File: src/rtl/corr_frame_sequencer.sv
// Frame sequencer for the squared-product MAC correlator: buffers a frame,
// streams coefficient/sample pairs, reports the accumulator delta per frame.
module corr_frame_sequencer #(
    parameter int TAPS    = 16,
    parameter int DATA_W  = 32,
    parameter int MAC_LAT = 1
) (
    input  logic                    clk,
    input  logic                    rst,
    input  logic                    coef_we,
    input  logic [$clog2(TAPS)-1:0] coef_addr,
    input  logic [DATA_W-1:0]       coef_data,
    output logic                    coef_busy,
    input  logic                    s_valid,
    output logic                    s_ready,
    input  logic [DATA_W-1:0]       s_data,
    output logic [DATA_W-1:0]       mac_a,
    output logic [DATA_W-1:0]       mac_b,
    input  logic [DATA_W-1:0]       mac_out,
    output logic                    r_valid,
    input  logic                    r_ready,
    output logic [DATA_W-1:0]       r_data,
    output logic [15:0]             r_frame
);

    localparam int AW = $clog2(TAPS);
    localparam int WW = $clog2(MAC_LAT + 1);

    typedef enum logic [1:0] {
        S_FILL,
        S_RUN,
        S_WAIT,
        S_HOLD
    } state_t;

    state_t state_q, state_d;

    logic [AW-1:0]     fill_cnt;
    logic [AW-1:0]     tap_cnt;
    logic [WW-1:0]     wait_cnt;
    logic [DATA_W-1:0] baseline;

    logic [DATA_W-1:0] coef_mem [TAPS];
    logic [DATA_W-1:0] samp_mem [TAPS];

    logic fill_fire;
    logic fill_last;
    logic tap_last;
    logic wait_last;
    logic r_fire;
    logic coef_wr;

    always_comb begin
        state_d   = state_q;
        s_ready   = (state_q == S_FILL);
        coef_busy = (state_q == S_RUN) || (state_q == S_WAIT);
        fill_fire = s_valid && s_ready;
        fill_last = (fill_cnt == AW'(TAPS - 1));
        tap_last  = (tap_cnt == AW'(TAPS - 1));
        wait_last = (wait_cnt == WW'(MAC_LAT));
        r_fire    = r_valid && r_ready;
        coef_wr   = coef_we && !coef_busy;
        unique case (state_q)
            S_FILL: if (fill_fire && fill_last) state_d = S_RUN;
            S_RUN:  if (tap_last) state_d = S_WAIT;
            S_WAIT: if (wait_last) state_d = S_HOLD;
            S_HOLD: if (r_fire) state_d = S_FILL;
            default: state_d = S_FILL;
        endcase
    end

    // Storage only; contents survive reset by design.
    always_ff @(posedge clk) begin
        if (coef_wr) coef_mem[coef_addr] <= coef_data;
        if (fill_fire) samp_mem[fill_cnt] <= s_data;
    end

    always_ff @(posedge clk or posedge rst) begin
        if (rst) begin
            state_q  <= S_FILL;
            fill_cnt <= '0;
            tap_cnt  <= '0;
            wait_cnt <= '0;
            baseline <= '0;
            mac_a    <= '0;
            mac_b    <= '0;
            r_valid  <= 1'b0;
            r_data   <= '0;
            r_frame  <= '0;
        end else begin
            state_q <= state_d;
            if (fill_fire) begin
                fill_cnt <= fill_last ? '0 : fill_cnt + 1'b1;
                // Accumulator is idle here: zeros have been driven since HOLD.
                if (fill_last) baseline <= mac_out;
            end
            if (state_q == S_RUN) begin
                mac_a   <= coef_mem[tap_cnt];
                mac_b   <= samp_mem[tap_cnt];
                tap_cnt <= tap_last ? '0 : tap_cnt + 1'b1;
            end else begin
                mac_a <= '0;
                mac_b <= '0;
            end
            if (state_q == S_WAIT) begin
                wait_cnt <= wait_last ? '0 : wait_cnt + 1'b1;
                if (wait_last) begin
                    r_data  <= mac_out - baseline;
                    r_valid <= 1'b1;
                end
            end
            if (r_fire) begin
                r_valid <= 1'b0;
                r_frame <= r_frame + 16'd1;
            end
        end
    end

endmodule

File: config.mk
export PLATFORM = sky130hd
export DESIGN_NAME = corr_frame_sequencer
export DESIGN_NICKNAME = d
export VERILOG_FILES = /design/src/rtl/corr_frame_sequencer.sv
export SDC_FILE = /design/constraint.sdc
export NUM_CORES = 1
export LEC_CHECK = 0
export CAP_MARGIN = 5
export CORE_AREA = 2 2 343 345
export DETAILED_ROUTE_END_ITERATION = 12
export DIE_AREA = 0 0 345 347
export PLACE_DENSITY_LB_ADDON = 0.12
export SYNTH_ARGS = -nofsm -noshare
export SYNTH_HDL_FRONTEND = slang
export SYNTH_SLANG_ARGS = --single-unit
File: constraint.sdc
create_clock -name clk -period 6.3 [get_ports clk]
set_clock_uncertainty 0.15 [all_clocks]
set_input_delay 0.63 -clock clk [delete_from_list [all_inputs] [get_ports clk]]
set_output_delay 0.63 -clock clk [all_outputs]
set_load 0.05 [all_outputs]
-- Word level (Yosys, flattened, before mapping)
Memory sizes are Yosys's and may differ from the RTL's.
Cells that the tools add are included.
- register bits: 156
- RAM bits: 1024
- bits of input ports: 105
- logic and storage cells: 56
- memories kept: 2
- memories (memory ; words ; width ; rd ports ; clocked after Yosys merged registers in ; wr ports ; RTL line ; text):
    coef_mem ; 16 ; 32 ; 1 ; 0 ; 1 ; 43 ; logic [DATA_W-1:0] coef_mem [TAPS];
    samp_mem ; 16 ; 32 ; 1 ; 0 ; 1 ; 44 ; logic [DATA_W-1:0] samp_mem [TAPS];
- add/sub/neg operators: 5
- equal/unequal tests: 9
- multiplexer cells: 17
- reduce and logical (&&, ||, !) cells: 13
- operator list (kind ; count):
    $mux W32 ; 2
    $sub A32 B32 Y32 ; 1
    $add A16 B1 Y16 const B ; 1
    $add A4 B1 Y4 const B ; 2
    $eq A4 B4 Y1 const B ; 2
    $mux W1 ; 8
    $mux W2 ; 4
    $mux W4 ; 2
    $pmux W2 S4 ; 1
    $ne A2 B2 Y1 const B ; 3
    $reduce_and A2 Y1 ; 3
    $eq A2 B2 Y1 const B ; 2
    $logic_and A1 B1 Y1 ; 4
    $reduce_and A4 Y1 ; 1
    $reduce_bool A2 Y1 ; 2
    $eq A2 B1 Y1 const B ; 1
    $logic_not A2 Y1 ; 1
    $ne A2 B1 Y1 const B ; 1
    $add A1 B1 Y1 const B ; 1
    $logic_not A1 Y1 ; 1
    $logic_or A1 B1 Y1 ; 1

-- Longest topological paths before layout
Gate-level depths: netlist of the first run.
- depth after elaboration: 6
- depth in mapped cells: 10
- gate-level depth less buffers: 10

-- Worst setup path before layout of the first run
No wires, ideal clock.
- path type: reg2reg
- from: reg state_q[0]
- to: mem coef_mem[2][0], enable pin
- library setup time: 0.461 ns
- arrival: 3.873 ns
- data required time: 5.689 ns
- setup slack: 1.816 ns
- cell stages (with the launch flop): 6
- clock period less this slack: 4.484 ns
- cells stage by stage: dfrtp_1 > inv_1 > ha_1 > nand2b_1 > or3b_2 > nor3_1
- cells in the longest elaborated chain, start to end: 6
- elaborated cells between the ends (all ways): 7
- classes of those cells: 2 x eq/ne; 2 x mux; 3 x reduce/logical
- RTL lines (element ; RTL line ; text):
    start, declared ; 36 ; state_t state_q, state_d;
    start signal, assigned ; 91 ; state_q <= state_d;
    $eq A2 B1 Y1 or $eq A2 B2 Y1 (tied branches) ; 56 ; coef_busy = (state_q == S_RUN) || (state_q == S_WAIT);
    $logic_or A1 B1 Y1 * ; 56 ;
    net coef_busy ; 13 ; output logic coef_busy,
    $logic_not A1 Y1 * ; 62 ; coef_wr = coef_we && !coef_busy;
    $logic_and A1 B1 Y1 * ; 62 ;
    $mux W1 * ; 74 ; if (coef_wr) coef_mem[coef_addr] <= coef_data;
    $mux W1 (implied by the code) * ; 74 ;
    end, declared ; 43 ;
The timed path passes the listed nets; every way through them passes the cells marked *.

-- Final worst setup path of the first run
- from: reg state_q[0]
- to: out coef_busy
- cells in the longest elaborated chain, start to end: 2
- elaborated cells between the ends (all ways): 3
- classes of those cells: 2 x eq/ne; 1 x reduce/logical
- RTL lines (element ; RTL line):
    $eq A2 B1 Y1 or $eq A2 B2 Y1 (tied branches) ; 56
    $logic_or A1 B1 Y1 * ; 56
    end, declared ; 13
Mark *: on every way between the ends. The rest lies on a longest branch, timed or not.

==> results of run 1 <==
flip-flops by register name, indices dropped and copies added, names as in the netlist:
signal    flops
coef_mem    512
samp_mem    512
baseline     32
mac_a        32
mac_b        32
r_data       32
r_frame      16
fill_cnt      4
tap_cnt       4
state_q       2
r_valid       1
wait_cnt      1
cell usage after synthesis, types with 3 or more instances:
cell type	number	area, um^2
mux4_2	320	7210
edfxtp_1	1024	30700
xor2_1	15	131
ha_1	41	513
a21oi_1	36	180
nor3_1	10	50.1
clkbuf_1	65	244
inv_1	43	161
o21ai_1	18	90.1
nand2_1	79	297
dfrtp_1	156	3900
buf_6	24	270
o211ai_1	4	30.0
a211oi_1	3	22.5
a31oi_1	4	25.0
and2_1	81	507
buf_2	12	60.1
o21a_1	6	45.0
nand2b_1	11	68.8
a21o_1	13	97.6
xnor2_1	30	263
and3_1	6	37.5
nor2_1	28	105
nand3_1	14	70.1
o21ai_0	32	160
or3_1	3	18.8
o221ai_1	3	26.3
nor2b_1	3	18.8
nand4_1	16	100
mux2_2	35	394
power groups by stage:
stage / combinational (W) / sequential, W / clock [W]
6_report: 0.00596 / 0.00946 / 0.00731
5_1_grt: 0.00639 / 0.00954 / 0.00781
3_3_place_gp: 0.00607 / 0.00963 / 0
3_5_place_dp: 0.00609 / 0.00965 / 0
2_1_floorplan: 0.00390 / 0.0100 / 0
4_1_cts: 0.00611 / 0.00949 / 0.00751
critical path: cells and delay by family (launching register included):
kind,cells,cell delay (ns)
buf+inv,2,1.08
fa+ha+maj,1,0.56
flops,1,0.42
final cells by class:
type	instances	area [um^2]	area share, %
clock buffer	176	3510	6.45
timing repair buffer	261	2570	4.73
antenna	1	2.50	0.00460
clock inverter	63	628	1.15
sequential	1180	34700	63.7
inverter	43	169	0.311
tap	1524	1910	3.51
multi-input combinational	846	10900	20.1
routing by layer:
metal	share of wire [%]	up-vias	routed length, um
met3	5.2	162	5620
li1	-	9465	-
met2	48	584	52100
met4	1.9	14	2060
met5	0.085	-	92
met1	44	11900	47800
path summary, 6_finish.rpt:
kind                                              end  slack (ns)  cells past startpoint
setup / recovery                            coef_busy        2.71                      3
setup reg to reg           coef_mem[14][10]$_DFFE_PP_        2.81                      6
max in group asynchronous    baseline[18]$_DFFE_PP0P_        4.37                      3
min in group clk                r_data[8]$_DFFE_PP0P_        0.34                      2
hold / removal                    mac_b[23]$_DFF_PP0_        0.33                      2
hold reg to reg                 r_data[8]$_DFFE_PP0P_        0.34                      2
kinds of logic (layout without fill, tap and decap cells):
family | Yosys count | after routing | share of synthesized area [%]
XOR/XNOR | 45 | 45 | 0.853
other | 0 | 1 | 0
flip-flops | 1180 | 1180 | 75.0
AND/OR/NAND/NOR | 260 | 260 | 2.90
buffers and inverters | 146 | 543 | 1.61
AO/OA/AOI/OAI | 142 | 142 | 1.95
multiplexers | 357 | 357 | 16.5
adder cells (fa/ha/maj) | 42 | 42 | 1.15
metrics by stage:
step	instance area [um^2]	hold WS, ns
global route	54400	0.340
detailed placement	50200	0.329
CTS	54400	0.294
global placement	50200	0.319
floorplan	46200	0.304
finish	54400	0.334
cells in the final DEF (no fill, tap or decap), drive strengths merged, types with 5 or more instances in the layout:
cell,synthesis,final
nand2b,11,11
inv,43,52
nand4,16,16
a21oi,36,36
mux2,35,35
xnor2,30,30
clkdlybuf4s50,0,219
and3,6,6
nor2,28,28
nand3,14,14
mux4,320,320
o21a,6,6
xor2,15,15
and2,81,81
o211ai,5,5
buf,38,42
dfrtp,156,156
a31oi,5,5
bufinv,0,6
clkinv,0,45
o21ai,50,50
clkbuf,65,176
nor3,10,10
nand2,79,79
a21o,13,13
edfxtp,1024,1024
ha,41,41
==> run_results.csv, run 1 <==
group,metric,value,unit
outcome,outcome,"finished clean",
grt,met1_usage,25.1,%
grt,grt_use_met2,29.4,%
layout,layout.cells.non_filler,4094,
power_and_ir_drop,p_comb_share,26.2,%
critical_path,crit_fanout,4,
floorplanning,rows,125,
grt,grt_pass1_vias,23800,
place,gp_congestion,0.805,
synthesis,syn_area,46200,um^2
power_and_ir_drop,p_switching,0.00668,W
place,placement.io_buffers,219,
detailed_routing,vias,22200,
clock_network,cts_made_buffers,130,
grt,grt_max_degree,121,
detailed_routing,firstDrtPassIters,5,
clock_network,ctsHoldBuffers,0,
timing,maxSlewHeadroom,22.4,%
timing,min_period_over_period,57.0,%
floorplanning,fp.dieW,345,um
grt,met3_usage,4.00,%
timing,worstMarginPinSlew,1.16,ns
power_and_ir_drop,total_power,0.0227,W
place,dp_slack,2.56,ns
synthesis,syn_inst,2172,
layout,final_util,47.0,%
layout,drive_gt1_share,24.5,%
floorplanning,die_h,347,um
synthesis,synthDistinctLibCells,59,
place,dp.cells,3854,
detailed_routing,totalWireLength,108,mm
critical_path,cp-start-kind,"register",
layout,fillCellCount,9616,
floorplanning,start_util,39.9,%
critical_path,critical_path_class,"register to primary output",
critical_path,cp.arrival,2.81,ns
power_and_ir_drop,swShare,29.4,%
clock_network,cts.htree.levels,4,
power_and_ir_drop,cellLeakagePower,17.9,nW
power_and_ir_drop,p_per_area,418,nW/um^2
timing,slew_viol_final,0,
grt,grt_pass1_wl,159,mm
timing,fin_ws,2.71,ns
synthesis,yosysWarningCount,0,
layout,syn_to_final_growth,17.8,%
synthesis,synth-seq-area-share,75.0,%
clock_network,cts.sinks,1180,
critical_path,setup.worst_path.start,"state_q[0]$_DFFE_PP0P_",
synthesis,syn_nets,2319,
critical_path,required,5.52,ns
clock_network,clk_latency,0.74,ns
layout,nNetsFinal,2609,
place,dp.final_hpwl,57.1,mm
synthesis,synthFlopType,"edfxtp_1",
critical_path,r2r_start,"state_q[0]$_DFFE_PP0P_",
grt,antenna_found_initial,11,
clock_network,cts_tree,"yes",
floorplanning,die_area,120000,um^2
power_and_ir_drop,power_frac_clock,32.2,%
timing,final_hold_viol_count,0,
worst_hold_path,hold_class,"primary input to async pin",
timing,min_period,3.59,ns
power_and_ir_drop,seqPwrFrac,41.6,%
clock_network,ctsResizeCount,0,
floorplanning,core,116000,um^2
timing,setup_violations,0,
flow_run,cap_violations,0,
detailed_routing,detail-route-antenna-nets,0,
detailed_routing,viasPerCell,5.41,
clock_network,clk_path_buf_depth,3,
power_and_ir_drop,internal_power,0.0161,W
clock_network,post-cts-setup-buffers,0,
critical_path,cpPeakStageDelay,0.97,ns
clock_network,path_clk_slew,0.06,ns
synthesis,synthArstFlopShare,13.2,%
grt,grt-busiest-layer,"met2",
critical_path,crit_chain,"inv_1 > ha_1 > clkdlybuf4s50_1",
detailed_routing,avgRoutedWirePerCell,26.3,um
synthesis,ys_seq_elements,1180,
detailed_routing,post-route-drc-count,0,
grt,global_route.usage.total,18.2,%
synthesis,synth_edf_count,1024,
critical_path,end_kind,"primary output",
power_and_ir_drop,ir_worst_vdd,0.000347,V
timing,setup_tns,0,ns
grt,grt_overflow,0,
timing,fmax,279,MHz
floorplanning,ios,220,
detailed_routing,drtIter0Drc,1615,
timing,rsz0062_at_grt,"false",
clock_network,cts-root-buf,"clkbuf_16",
critical_path,slowest_stage,"clkdlybuf4s50_1",
synthesis,syn_area_per_cell,21.3,um^2
Note: power is estimated with default switching activity, not from simulation.
==> run 2: changes to the inputs <==
==> constraint.sdc (replaced) <==
create_clock -name clk -period 3.6 [get_ports clk]
set_clock_uncertainty 0.15 [all_clocks]
set_input_delay 0.36 -clock clk [delete_from_list [all_inputs] [get_ports clk]]
set_output_delay 0.36 -clock clk [all_outputs]
set_load 0.05 [all_outputs]
==> run 2 against run 1 <==
Combinational power is 85% higher. Clock power is 76% higher. Global-route usage hardly changed. Setup slack worse by 2.4 ns. Sequential cell count stayed put. Sequential power is 73% higher. Routed wire length is 0.31% higher. Critical path depth stayed put. Final area is 1.1% higher. Hold slack worse by 0.28 ns. Sequential share of layout area is 0.67 points lower. Critical path type unchanged. Highest routed layer unchanged.
==> run_results.csv, run 2 (same netlist as run 1, synthesis figures left out) <==
group,metric,value,unit
grt,grt_pass1_wl,159,mm
grt,met1_usage,25.2,%
critical_path,cp-start-kind,"register",
timing,min_period_over_period,90.6,%
timing,setup_violations,0,
layout,multi_input_area,11000,um^2
layout,layout_common_cells,"edfxtp_1, mux4_2, clkdlybuf4s50_1",
clock_network,cts.htree.levels,4,
detailed_routing,totalWireLength,108,mm
clock_network,cts_made_buffers,131,
grt,grt_overflow,0,
grt,grt_use_met2,29.4,%
grt,grt_max_degree,127,
detailed_routing,firstDrtPassIters,5,
grt,global_route.usage.total,18.1,%
detailed_routing,avgRoutedWirePerCell,26.2,um
detailed_routing,drtIter0Drc,1914,
detailed_routing,post-route-drc-count,0,
grt,grt-busiest-layer,"met2",
critical_path,required,3.09,ns
detailed_routing,vias,22300,
clock_network,path_clk_slew,0.06,ns
flow_run,cap_violations,0,
floorplanning,die_h,347,um
timing,fmax,307,MHz
layout,nNetsFinal,2640,
timing,slew_viol_final,0,
critical_path,r2r_cells,6,
timing,rsz0062_at_grt,"false",
grt,grt_pass1_vias,23400,
clock_network,ctsResizeCount,0,
clock_network,clk_latency,0.74,ns
critical_path,critical_path_class,"register to primary output",
timing,worstMarginPinSlew,0.829,ns
clock_network,post-cts-setup-buffers,0,
timing,final_hold_viol_count,0,
layout,final_util,47.5,%
layout,syn_to_final_growth,19.0,%
power_and_ir_drop,cellLeakagePower,18.2,nW
grt,antenna_found_initial,7,
clock_network,ctsHoldBuffers,0,
critical_path,r2r_start,"state_q[0]$_DFFE_PP0P_",
clock_network,cts_tree,"yes",
layout,largestRegisters,"coef_mem: 512 flops, samp_mem: 512 flops",
grt,met3_usage,3.56,%
power_and_ir_drop,p_per_area,733,nW/um^2
place,placement.io_buffers,219,
floorplanning,die_area,120000,um^2
layout,fillCellCount,9534,
layout,regArea,34700,um^2
clock_network,clk_path_buf_depth,3,
floorplanning,fp.dieW,345,um
floorplanning,start_util,39.9,%
timing,min_period,3.26,ns
critical_path,end_kind,"primary output",
timing,maxSlewHeadroom,44.6,%
floorplanning,core,116000,um^2
critical_path,rr_endpoint,"coef_mem[0][22]$_DFFE_PP_",
layout,drive_gt1_share,25.5,%
floorplanning,rows,125,
power_and_ir_drop,ir_worst_vdd,0.000536,V
layout,final_common_cell,"edfxtp_1",
outcome,outcome,"finished clean",
timing,holdWs,0.0566,ns
critical_path,setup.worst_path.start,"state_q[0]$_DFFE_PP0P_",
detailed_routing,detail-route-antenna-nets,0,
clock_network,cts.sinks,1180,
place,gp_congestion,0.819,
critical_path,r2r_slack,0.62,ns
critical_path,cp.arrival,2.75,ns
clock_network,cts-root-buf,"clkbuf_16",
detailed_routing,viasPerCell,5.40,
critical_path,crit_fanout,4,
floorplanning,ios,220,
place,dp.final_hpwl,59.8,mm
worst_hold_path,hold_class,"primary input to async pin",
[run 2: changes by cell type in the layout (fill, tap and decap cells not counted), sizes merged]
cell / delta
buf: +30
clkbuf: -4
bufinv: +2
clkinv: +2
clkinvlp: +1
diode: +1
[run 2: routing by layer]
| layer | up-vias | share of wire [%] |
|---|---|---|
| li1 | 9551 | - |
| met5 | - | 0.045 |
| met3 | 158 | 5.2 |
| met4 | 8 | 2.1 |
| met2 | 592 | 49 |
| met1 | 12000 | 44 |
[run 2: per-stage QoR]
stage | setup TNS, ns | setup slack [ns] | power, W | instance area [um^2] | cells
after floorplan | -2.11 | -0.0268 | 0.0244 | 46200 | 2172
after global placement | 0 | 0.0986 | 0.0278 | 50800 | 3884
after detailed placement | 0 | 0.125 | 0.0279 | 50800 | 3884
after CTS | 0 | 0.207 | 0.0409 | 55000 | 4124
after global routing | 0 | 0.214 | 0.0420 | 55000 | 4124
final | 0 | 0.339 | 0.0403 | 55000 | 4126
[run 2: worst max path at each step]
stage                           endpoint  slack, ns  cells after the start
3_3_place_gp      r_data[30]$_DFFE_PP0P_        0.1                     11
2_1_floorplan  coef_mem[10][0]$_DFFE_PP_      -0.03                      5
4_1_cts                        coef_busy       0.21                      3
6_report                       coef_busy       0.34                      3
3_5_place_dp      r_data[30]$_DFFE_PP0P_       0.12                     11
5_1_grt                        coef_busy       0.21                      3
[run 2: layout make-up]
class / instances / share of cell area [%]
diodes: 2 / 0.00911
clock buffers: 172 / 6.45
clock inverters: 68 / 1.10
flip-flops and latches: 1180 / 63.1
well taps: 1524 / 3.47
multi-input cells: 846 / 19.9
repair buffers: 291 / 5.65
inverters: 43 / 0.300
[run 2: power by group]
group          switching, W  leakage (nW)  internal [W]
Combinational       0.00576          4.90       0.00522
Clock               0.00535          2.03       0.00755
Sequential         0.000674          11.3        0.0157
[run 2: worst max-delay path: stages (launching register included)]
cell and delay [ns]:
dfrtp_1 0.42, inv_1 0.11, ha_1 0.51, clkdlybuf4s50_1 0.97
